==> config.mk <==
export PLATFORM = sky130hd
export DESIGN_NAME = elastic_pipe_flat
export DESIGN_NICKNAME = d
export VERILOG_FILES = /design/src/rtl/elastic_pipe_pkg.sv /design/src/rtl/elastic_pipe_if.sv /design/src/rtl/elastic_pipe_skid_stage.sv /design/src/rtl/elastic_pipe.sv /design/src/flat_wrapper.sv
export SDC_FILE = /design/constraint.sdc
export NUM_CORES = 1
export LEC_CHECK = 0
export BUFFER_PORTS_ARGS = -buffer_cell sky130_fd_sc_hd__buf_2
export CORE_MARGIN = 3
export CORE_UTILIZATION = 58
export CTS_CLUSTER_DIAMETER = 150
export DETAILED_ROUTE_END_ITERATION = 8
export GPL_TIMING_DRIVEN = 0
export PLACE_DENSITY = 0.78
export SLEW_MARGIN = 25
export SYNTH_ARGS = -nofsm -noshare
export SYNTH_HDL_FRONTEND = slang
export SYNTH_SLANG_ARGS = --single-unit
export TNS_END_PERCENT = 50
==> constraint.sdc <==
create_clock -name clk -period 3.4 [get_ports clk]
set_clock_uncertainty 0.2 [all_clocks]
set_input_delay 0 -clock clk [delete_from_list [all_inputs] [get_ports clk]]
set_output_delay 0 -clock clk [all_outputs]
set_load 0.02 [all_outputs]
==> src/rtl/elastic_pipe_pkg.sv <==
// Shared constants and helpers for the elastic pipeline.
// Latency: n/a (compile-time definitions only).
// Backpressure: n/a.
package elastic_pipe_pkg;

  // Each stage holds a main word plus one skid word.
  localparam int CAPACITY_PER_STAGE = 2;

  // Bits needed to count 0..CAPACITY_PER_STAGE*stages inclusive.
  function automatic int occ_width(int stages);
    return $clog2(CAPACITY_PER_STAGE * stages + 1);
  endfunction

endpackage

==> src/rtl/elastic_pipe_if.sv <==
// Handshake bundle of the elastic pipeline: upstream, downstream, flush, occupancy.
// Latency: n/a (wiring only).
// Backpressure: in_ready/out_ready carry it; master drives requests, slave is the pipe.
interface elastic_pipe_if #(
  parameter int WIDTH      = 8,
  parameter int NUM_STAGES = 3
);
  import elastic_pipe_pkg::*;

  localparam int OCC_W = occ_width(NUM_STAGES);

  logic             flush;
  logic             in_valid;
  logic             in_ready;
  logic [WIDTH-1:0] in_data;
  logic             out_valid;
  logic             out_ready;
  logic [WIDTH-1:0] out_data;
  logic [OCC_W-1:0] occupancy;

  modport master (
    output flush, in_valid, in_data, out_ready,
    input  in_ready, out_valid, out_data, occupancy
  );

  modport slave (
    input  flush, in_valid, in_data, out_ready,
    output in_ready, out_valid, out_data, occupancy
  );

endinterface

==> src/rtl/elastic_pipe_skid_stage.sv <==
// One elastic stage: main register plus a skid register so ready is fully registered.
// Latency: 1 cycle from up-fire to dn_valid when the stage is empty.
// Backpressure: up_ready = ~s_valid; drops the cycle after a word parks in skid.
module skid_stage
  import elastic_pipe_pkg::*;
#(
  parameter int WIDTH = 8
) (
  input  logic             clk,
  input  logic             rst_n,
  input  logic             flush,
  input  logic             up_valid,
  output logic             up_ready,
  input  logic [WIDTH-1:0] up_data,
  output logic             dn_valid,
  input  logic             dn_ready,
  output logic [WIDTH-1:0] dn_data
);

  logic             m_valid;
  logic             s_valid;
  logic [WIDTH-1:0] m_data;
  logic [WIDTH-1:0] s_data;
  logic             up_fire;
  logic             dn_fire;

  assign up_ready = ~s_valid;
  assign dn_valid = m_valid;
  assign dn_data  = m_data;
  assign up_fire  = up_valid & up_ready;
  assign dn_fire  = m_valid & dn_ready;

  // Main/skid update: skid always refills main first, so order is preserved.
  always_ff @(posedge clk or negedge rst_n) begin
    if (!rst_n) begin
      m_valid <= 1'b0;
      s_valid <= 1'b0;
      m_data  <= '0;
      s_data  <= '0;
    end else if (flush) begin
      // Drop contents but leave data registers untouched.
      m_valid <= 1'b0;
      s_valid <= 1'b0;
    end else if (s_valid) begin
      // Skid occupied: no up-fire possible; drain skid into main on dn-fire.
      if (dn_fire) begin
        m_data  <= s_data;
        s_valid <= 1'b0;
      end
    end else if (up_fire) begin
      if (!m_valid || dn_fire) begin
        m_data  <= up_data;
        m_valid <= 1'b1;
      end else begin
        s_data  <= up_data;
        s_valid <= 1'b1;
      end
    end else if (dn_fire) begin
      m_valid <= 1'b0;
    end
  end

endmodule

==> src/rtl/elastic_pipe.sv <==
// Elastic pipeline of NUM_STAGES skid stages with flush and occupancy count.
// Latency: NUM_STAGES cycles from in-fire to out_valid in an empty pipe.
// Backpressure: registered in_ready; holds 2*NUM_STAGES words; flush masks both handshakes.
module elastic_pipe
  import elastic_pipe_pkg::*;
#(
  parameter int WIDTH      = 8,
  parameter int NUM_STAGES = 3
) (
  input  logic         clk,
  input  logic         rst_n,
  elastic_pipe_if.slave bus
);

  localparam int OCC_W = occ_width(NUM_STAGES);

  logic [NUM_STAGES:0] vld;
  logic [NUM_STAGES:0] rdy;
  logic [WIDTH-1:0]    dat [NUM_STAGES+1];
  logic                in_fire;
  logic                out_fire;
  logic [OCC_W-1:0]    occ_q;

  // Flush gates the external handshakes so no word moves in that cycle.
  assign vld[0]          = bus.in_valid & ~bus.flush;
  assign dat[0]          = bus.in_data;
  assign rdy[NUM_STAGES] = bus.out_ready & ~bus.flush;

  assign bus.in_ready  = rdy[0] & ~bus.flush;
  assign bus.out_valid = vld[NUM_STAGES] & ~bus.flush;
  assign bus.out_data  = dat[NUM_STAGES];
  assign bus.occupancy = occ_q;

  assign in_fire  = vld[0] & rdy[0];
  assign out_fire = vld[NUM_STAGES] & rdy[NUM_STAGES];

  for (genvar i = 0; i < NUM_STAGES; i++) begin : g_stage
    skid_stage #(
      .WIDTH (WIDTH)
    ) u_stage (
      .clk      (clk),
      .rst_n    (rst_n),
      .flush    (bus.flush),
      .up_valid (vld[i]),
      .up_ready (rdy[i]),
      .up_data  (dat[i]),
      .dn_valid (vld[i+1]),
      .dn_ready (rdy[i+1]),
      .dn_data  (dat[i+1])
    );
  end

  // Word count: +1 per accepted word, -1 per delivered word, cleared by flush.
  always_ff @(posedge clk or negedge rst_n) begin
    if (!rst_n) begin
      occ_q <= '0;
    end else if (bus.flush) begin
      occ_q <= '0;
    end else if (in_fire && !out_fire) begin
      occ_q <= occ_q + OCC_W'(1);
    end else if (!in_fire && out_fire) begin
      occ_q <= occ_q - OCC_W'(1);
    end
  end

endmodule

==> src/flat_wrapper.sv <==
// flat-port wrapper written by rule: the top's interface ports become plain ports
module elastic_pipe_flat import elastic_pipe_pkg::*;
#(
  parameter int WIDTH      = 8,
  parameter int NUM_STAGES = 3
)
  (clk, rst_n, bus_flush, bus_in_valid, bus_in_data, bus_out_ready, bus_in_ready, bus_out_valid, bus_out_data, bus_occupancy);
  elastic_pipe_if #(.WIDTH(WIDTH), .NUM_STAGES(NUM_STAGES)) bus_i ();
  input  logic clk;
  input  logic rst_n;
  input wire logic [$bits(bus_i.flush)-1:0] bus_flush;
  input wire logic [$bits(bus_i.in_valid)-1:0] bus_in_valid;
  input wire logic [$bits(bus_i.in_data)-1:0] bus_in_data;
  input wire logic [$bits(bus_i.out_ready)-1:0] bus_out_ready;
  output wire logic [$bits(bus_i.in_ready)-1:0] bus_in_ready;
  output wire logic [$bits(bus_i.out_valid)-1:0] bus_out_valid;
  output wire logic [$bits(bus_i.out_data)-1:0] bus_out_data;
  output wire logic [$bits(bus_i.occupancy)-1:0] bus_occupancy;
  assign bus_i.flush = bus_flush;
  assign bus_i.in_valid = bus_in_valid;
  assign bus_i.in_data = bus_in_data;
  assign bus_i.out_ready = bus_out_ready;
  assign bus_in_ready = bus_i.in_ready;
  assign bus_out_valid = bus_i.out_valid;
  assign bus_out_data = bus_i.out_data;
  assign bus_occupancy = bus_i.occupancy;
  elastic_pipe #(.WIDTH(WIDTH), .NUM_STAGES(NUM_STAGES)) u_core (.clk(clk), .rst_n(rst_n), .bus(bus_i));
endmodule
==> results of run 1 <==
[registers in the layout (all words and copies together), names as in the netlist]
register                         cells
u_core.bus.occupancy                 3
u_core.g_stage.u_stage.dn_data      24
u_core.g_stage.u_stage.dn_valid      3
u_core.g_stage.u_stage.s_data       24
u_core.g_stage.u_stage.s_valid       3
[layout by cell type (no fill, tap or decap)]
| cell type | instances |
|---|---|
| buf_2 | 29 |
| fa_1 | 1 |
| nor2b_4 | 1 |
| nand2_1 | 4 |
| mux2_2 | 73 |
| clkinvlp_4 | 1 |
| a221o_1 | 1 |
| buf_4 | 9 |
| nand2b_1 | 3 |
| nor2b_1 | 2 |
| dlygate4sd3_1 | 11 |
| nor3b_4 | 1 |
| nand3_1 | 2 |
| a2111oi_4 | 2 |
| xnor2_1 | 1 |
| or3b_2 | 1 |
| mux2i_1 | 1 |
| nor2_1 | 7 |
| clkbuf_1 | 5 |
| nor3_2 | 1 |
| nor3b_1 | 3 |
| nor4b_1 | 1 |
| a21oi_1 | 8 |
| clkbuf_8 | 9 |
| nand4b_1 | 1 |
| buf_1 | 1 |
| dfrtp_1 | 57 |
| nor2_4 | 1 |
| inv_1 | 3 |
| mux2_1 | 1 |
| nor4bb_1 | 1 |
| bufinv_16 | 2 |
| o21ai_0 | 3 |
| or4b_2 | 1 |
| clkinv_2 | 3 |
[cell families (layout without fill, tap and decap cells)]
group	after synthesis	in the layout	share of synthesized area (%)
and+or+nand+nor	30	30	7.49
xor gates and xnor gates	1	1	0.320
adders and majority gates	1	1	0.731
DFF	57	57	52.1
AOI/OAI and AO/OA	14	14	4.39
muxes	75	75	30.8
buffers and inverters	21	73	4.20
[cell type report]
class / count / share of cell area [%]
sequential: 57 / 43.9
multi-input combinational: 121 / 36.8
timing repair buffer: 36 / 7.31
clock buffer: 10 / 3.92
buffer: 18 / 3.19
clock inverter: 6 / 2.54
tap: 52 / 2.00
inverter: 3 / 0.346
[layer usage]
layer  wire, um  up-vias  GRT usage (%)  share of wire (%)
li1           -      796              -                  -
met4          8        0           5.93               0.16
met3        166        2           5.61                3.3
met2       2890       30           37.5                 57
met5          0        -              0                  0
met1       2040      894           23.2                 40
[power groups by stage]
stage | Combinational [mW] | Clock (mW) | Sequential (mW)
floorplan | 0.348 | 0 | 0.878
global placement | 0.447 | 0 | 0.890
detailed placement | 0.467 | 0 | 0.905
CTS | 0.481 | 0.683 | 0.892
global route | 0.514 | 0.717 | 0.908
finish | 0.473 | 0.666 | 0.892
[worst paths after layout]
kind | startpoint | endpoint | depth (start not counted)
worst max-delay path | u_core.g_stage[0].u_stage.s_valid | u_core.bus.occupancy[2] | 7
worst min-delay path | rst_n | u_core.bus.occupancy[2] | 2
worst max register to register | u_core.g_stage[0].u_stage.s_valid | u_core.bus.occupancy[2] | 7
worst min register to register | u_core.g_stage[0].u_stage.s_data[2] | u_core.g_stage[0].u_stage.s_data[2] | 1
max in group asynchronous | rst_n | u_core.g_stage[1].u_stage.dn_data[7] | 2
min in group clk | bus_flush | u_core.g_stage[0].u_stage.s_data[0] | 4
[stage by stage]
stage          instances  setup slack [ns]  area, um2
6_report             303             0.846       3250
5_1_grt              303             0.746       3250
4_1_cts              303             0.848       3250
3_5_place_dp         276             0.866       2930
3_3_place_gp         276             0.945       2930
2_1_floorplan        199              1.02       2740
[worst max-delay path: cells and delay by family (launching register included)]
family | cells | cell delay, ns
AO/OA/AOI/OAI | 1 | 0.20
adder cells (fa/ha/maj) | 1 | 0.23
buffers and inverters | 1 | 0.16
flip-flops | 1 | 0.36
AND/OR/NAND/NOR | 4 | 1.35
[repair_timing]
action | CTS | global route
buffers inserted | 0 | 0
hold buffers | 11 | 0
endpoints found under the hold margin | 86 | 0
==> results_dict.tcl, run 1 <==
set metrics [dict create \
    outcome "finished, final reports clean" \
    regArea_um2 1430 \
    end_kind "register" \
    antenna_found_initial 0 \
    tightest_slew_ns 0.708 \
    grt_pass1_vias 1839 \
    syn_to_final_growth_pct 18.7 \
    drv_cap 0 \
    utilization_pct 73.2 \
    drc 0 \
    seq_power_share_pct 43.9 \
    hold_path_class "input pin to async pin" \
    rows 24 \
    max_stage_delay_ns 0.62 \
    fin_crit_sh_pct 75.1 \
    core_um2 4440 \
    arrival_ns 2.62 \
    syn-num-nets 213 \
    clkPwrFrac_pct 32.8 \
    synthArstFlopShare_pct 100 \
    die_area_um2 5580 \
    hold_viol 0 \
    wire_per_inst_um 16.8 \
    multi_input_area_um2 1200 \
    numPortBuffers 25 \
    clock_latency_ns 0.33 \
    reg2reg_slack_ns 0.85 \
    wirelength_um 5110 \
    cts.clk_slew.worst_paths_ns 0.07 \
    p_leak_nw 1.49 \
    cellPowerDensity_nw_per_um2 624 \
    finalNetCount 260 \
    grt_max_degree 58 \
    drive_above_1_share_pct 53.4 \
    yosysWarnings 0 \
    place_congestion 0.724 \
    grt_pass1_wl_um 8430 \
    track_usage_pct 20.4 \
    syn_inst 199 \
    rsz0062_at_grt "false" \
    die_w_um 74.7 \
    cts_tree "done" \
    startpoint_type "register" \
    cts_root_buf "clkbuf_8" \
    htreeDepth 3 \
    required_ns 3.46 \
    yosysMostFrequentCell "mux2_2" \
    ant_nets 0 \
    crit_chain "buf_2 -> or3b_2 -> a21oi_1 -> fa_1 -> nand3_1 -> or4b_2 -> nand3_1" \
    start_util_pct 61.6 \
    switching_share_pct 27.0 \
    cts.sinks 57 \
    synth.top_cell.area_share_pct 52.1 \
    synth_area_per_cell_um2 13.8 \
    drt-initial-drc-count 45 \
    grt-ovfl-total 0 \
    num_vias 1722 \
    timing.slew.headroom_pct 52.8 \
    synth_common_cells "73 x mux2_2, 57 x dfrtp_1, 8 x a21oi_1, 8 x buf_4, 7 x nor2_1" \
    diodes 0 \
    worstSetupPathType "register to register" \
    synth_top_cell_by_area "dfrtp_1" \
    total_power_mw 2.03 \
    via_per_inst 5.68 \
    setup_viol 0 \
    p_sw_mw 0.549 \
    fin_tns_setup_ns 0 \
    hpwl_um 3570 \
    syn-cell-area_um2 2740 \
    synth-seq-cells 57 \
    whs_ns 0.0554 \
    cp_slowest_cell "or4b_2" \
    die_h_um 74.7 \
    cts_buffer_depth 2 \
    critical_path.most_common_cell "nand3_1" \
    finalWorstPathRequiredPeriod_ns 2.55 \
    ios 26 \
    p_int_mw 1.48 \
    yosys_most_used_dff "dfrtp_1" \
    dr.pass1.iters 4 \
    crit_fanout 7 \
    cts_resized 0 \
    synth_cell_types 30 \
    drv_slew 0 \
    peakVddDrop_mv 0.417 \
    synthTopCellsByArea "dfrtp_1 52%, mux2_2 30%, buf_4 2.2%, a2111oi_4 2.0%, a21oi_1 1.5%" \
    pwr-share-comb_pct 23.3 \
    cts_buffers 9 \
    max_freq_mhz 392 \
    synth-edff-count 0 \
    n_fill_cell 288 \
    seq_area_frac_synth_pct 52.1 \
]
No activity file was read; power rests on OpenSTA's default activity.
==> run 2, diff against run 1 <==
==> constraint.sdc (replaced) <==
create_clock -name clk -period 2.4 [get_ports clk]
set_clock_uncertainty 0.2 [all_clocks]
set_input_delay 0 -clock clk [delete_from_list [all_inputs] [get_ports clk]]
set_output_delay 0 -clock clk [all_outputs]
set_load 0.02 [all_outputs]
==> results_dict.tcl, run 2 (same netlist as run 1, synthesis figures left out) <==
set metrics [dict create \
    outcome "finished, final reports clean" \
    track_usage_pct 20.5 \
    drv_slew 0 \
    hpwl_um 3570 \
    rsz0062_at_grt "false" \
    start_util_pct 61.6 \
    diodes 0 \
    timing.slew.headroom_pct 53.2 \
    rows 24 \
    num_vias 1715 \
    ant_nets 0 \
    crit_fanout 7 \
    grt_pass1_vias 1838 \
    wire_per_inst_um 17.0 \
    cts.clk_slew.worst_paths_ns 0.07 \
    grt_pass1_wl_um 8450 \
    cts_buffers 9 \
    fin_crit_sh_pct 96.5 \
    worstSetupPathType "register to register" \
    p_leak_nw 1.49 \
    utilization_pct 73.6 \
    ios 26 \
    die_area_um2 5580 \
    critical_path.most_common_cell "nand3_1" \
    numPortBuffers 25 \
    drv_cap 0 \
    mostFrequentLayoutCell "mux2_2" \
    finalWorstPathRequiredPeriod_ns 2.32 \
    dp.cells 276 \
    crit_buf_inv 0 \
    cp_top_family "simple AND/OR/NAND/NOR gates" \
    drive_above_1_share_pct 54.6 \
    end_kind "register" \
    cp_slowest_cell "or4b_2" \
    fin_cells 303 \
    die_h_um 74.7 \
    antenna_found_initial 0 \
    die_w_um 74.7 \
    core_um2 4440 \
    finalNetCount 260 \
    cellPowerDensity_nw_per_um2 881 \
    max_stage_delay_ns 0.62 \
    via_per_inst 5.66 \
    cts_buffer_depth 2 \
    wirelength_um 5150 \
    grt_max_degree 58 \
    syn_to_final_growth_pct 19.5 \
    hold_viol 0 \
    required_ns 2.47 \
    crit_chain "or3b_4 -> a21oi_4 -> fa_2 -> nand3_1 -> or4b_2 -> nand3_1" \
    max_freq_mhz 432 \
    grt-ovfl-total 0 \
    place_congestion 0.724 \
    hold_path_class "input pin to async pin" \
    cts_tree "done" \
    setup_viol 0 \
    arrival_ns 2.38 \
    cts.sinks 57 \
    dr.pass1.iters 4 \
    drt-initial-drc-count 32 \
    tightest_slew_ns 0.703 \
    final_cell_mix "73 x mux2_2, 56 x dfrtp_1, 28 x buf_2" \
    htreeDepth 3 \
    clock_latency_ns 0.33 \
    cts_root_buf "clkbuf_8" \
    peakVddDrop_mv 0.593 \
    drc 0 \
    startpoint_type "register" \
]
[run 2: cell counts in the layout (fill, tap and decap cells not counted)]
Identical to the previous run, type by type.
[run 2: layout make-up]
| type | instances | area, um2 |
|---|---|---|
| buffer | 17 | 98.8 |
| fill | 288 | 1170 |
| inverter | 3 | 11.3 |
| clock inverter | 6 | 82.6 |
| clock buffer | 10 | 128 |
| timing repair buffer | 37 | 245 |
| multi-input combinational | 121 | 1210 |
| sequential | 57 | 1430 |
| tap | 52 | 65.1 |
[run 2: repair_timing]
item                                   CTS  global route
setup endpoints to repair                1             1
endpoints found under the hold margin   85             0
gates resized for setup                  2             3
hold buffers                            11             0
buffers inserted                         0             1
pin swaps                                0             2
[run 2: through the flow]
| step | worst slack [ns] | power, mW | TNS (ns) | cell area, um2 | hold WS, ns |
|---|---|---|---|---|---|
| 2_1_floorplan | 0.0226 | 1.74 | 0 | 2740 | -0.496 |
| 3_5_place_dp | -0.134 | 1.94 | -0.134 | 2930 | -0.101 |
| 5_1_grt | 0.00315 | 3.04 | 0 | 3270 | 0.127 |
| 6_report | 0.0830 | 2.88 | 0 | 3270 | 0.0572 |
| 3_3_place_gp | -0.0547 | 1.89 | -0.0547 | 2930 | 0.0452 |
| 4_1_cts | 0.00819 | 2.91 | 0 | 3260 | 0.0303 |
[run 2: power breakdown]
group | switching (mW) | internal [mW]
Sequential | 0.121 | 1.14
Combinational | 0.294 | 0.379
Clock | 0.367 | 0.579
Total | 0.782 | 2.10
[run 2: final timing paths]
kind,start,end,slack (ns),cells past startpoint
setup / recovery,u_core.g_stage[0].u_stage.s_valid,u_core.bus.occupancy[2],0.08,6
hold / removal,rst_n,u_core.bus.occupancy[2],0.06,2
setup reg to reg,u_core.g_stage[0].u_stage.s_valid,u_core.bus.occupancy[2],0.08,6
hold reg to reg,u_core.g_stage[0].u_stage.s_data[2],u_core.g_stage[0].u_stage.s_data[2],0.30,1
max in group asynchronous,rst_n,u_core.g_stage[0].u_stage.s_valid,1.45,2
min in group clk,bus_flush,u_core.g_stage[2].u_stage.s_data[7],0.12,4
[run 2: routing by layer]
| layer | share of wire, % | track usage [%] | vias up | wire [um] |
|---|---|---|---|---|
| li1 | - | - | 794 | - |
| met1 | 40 | 23.3 | 879 | 2070 |
| met2 | 56 | 37.5 | 38 | 2870 |
| met3 | 3.7 | 5.61 | 4 | 191 |
| met4 | 0.37 | 5.93 | 0 | 19 |
| met5 | 0 | 0 | - | 0 |
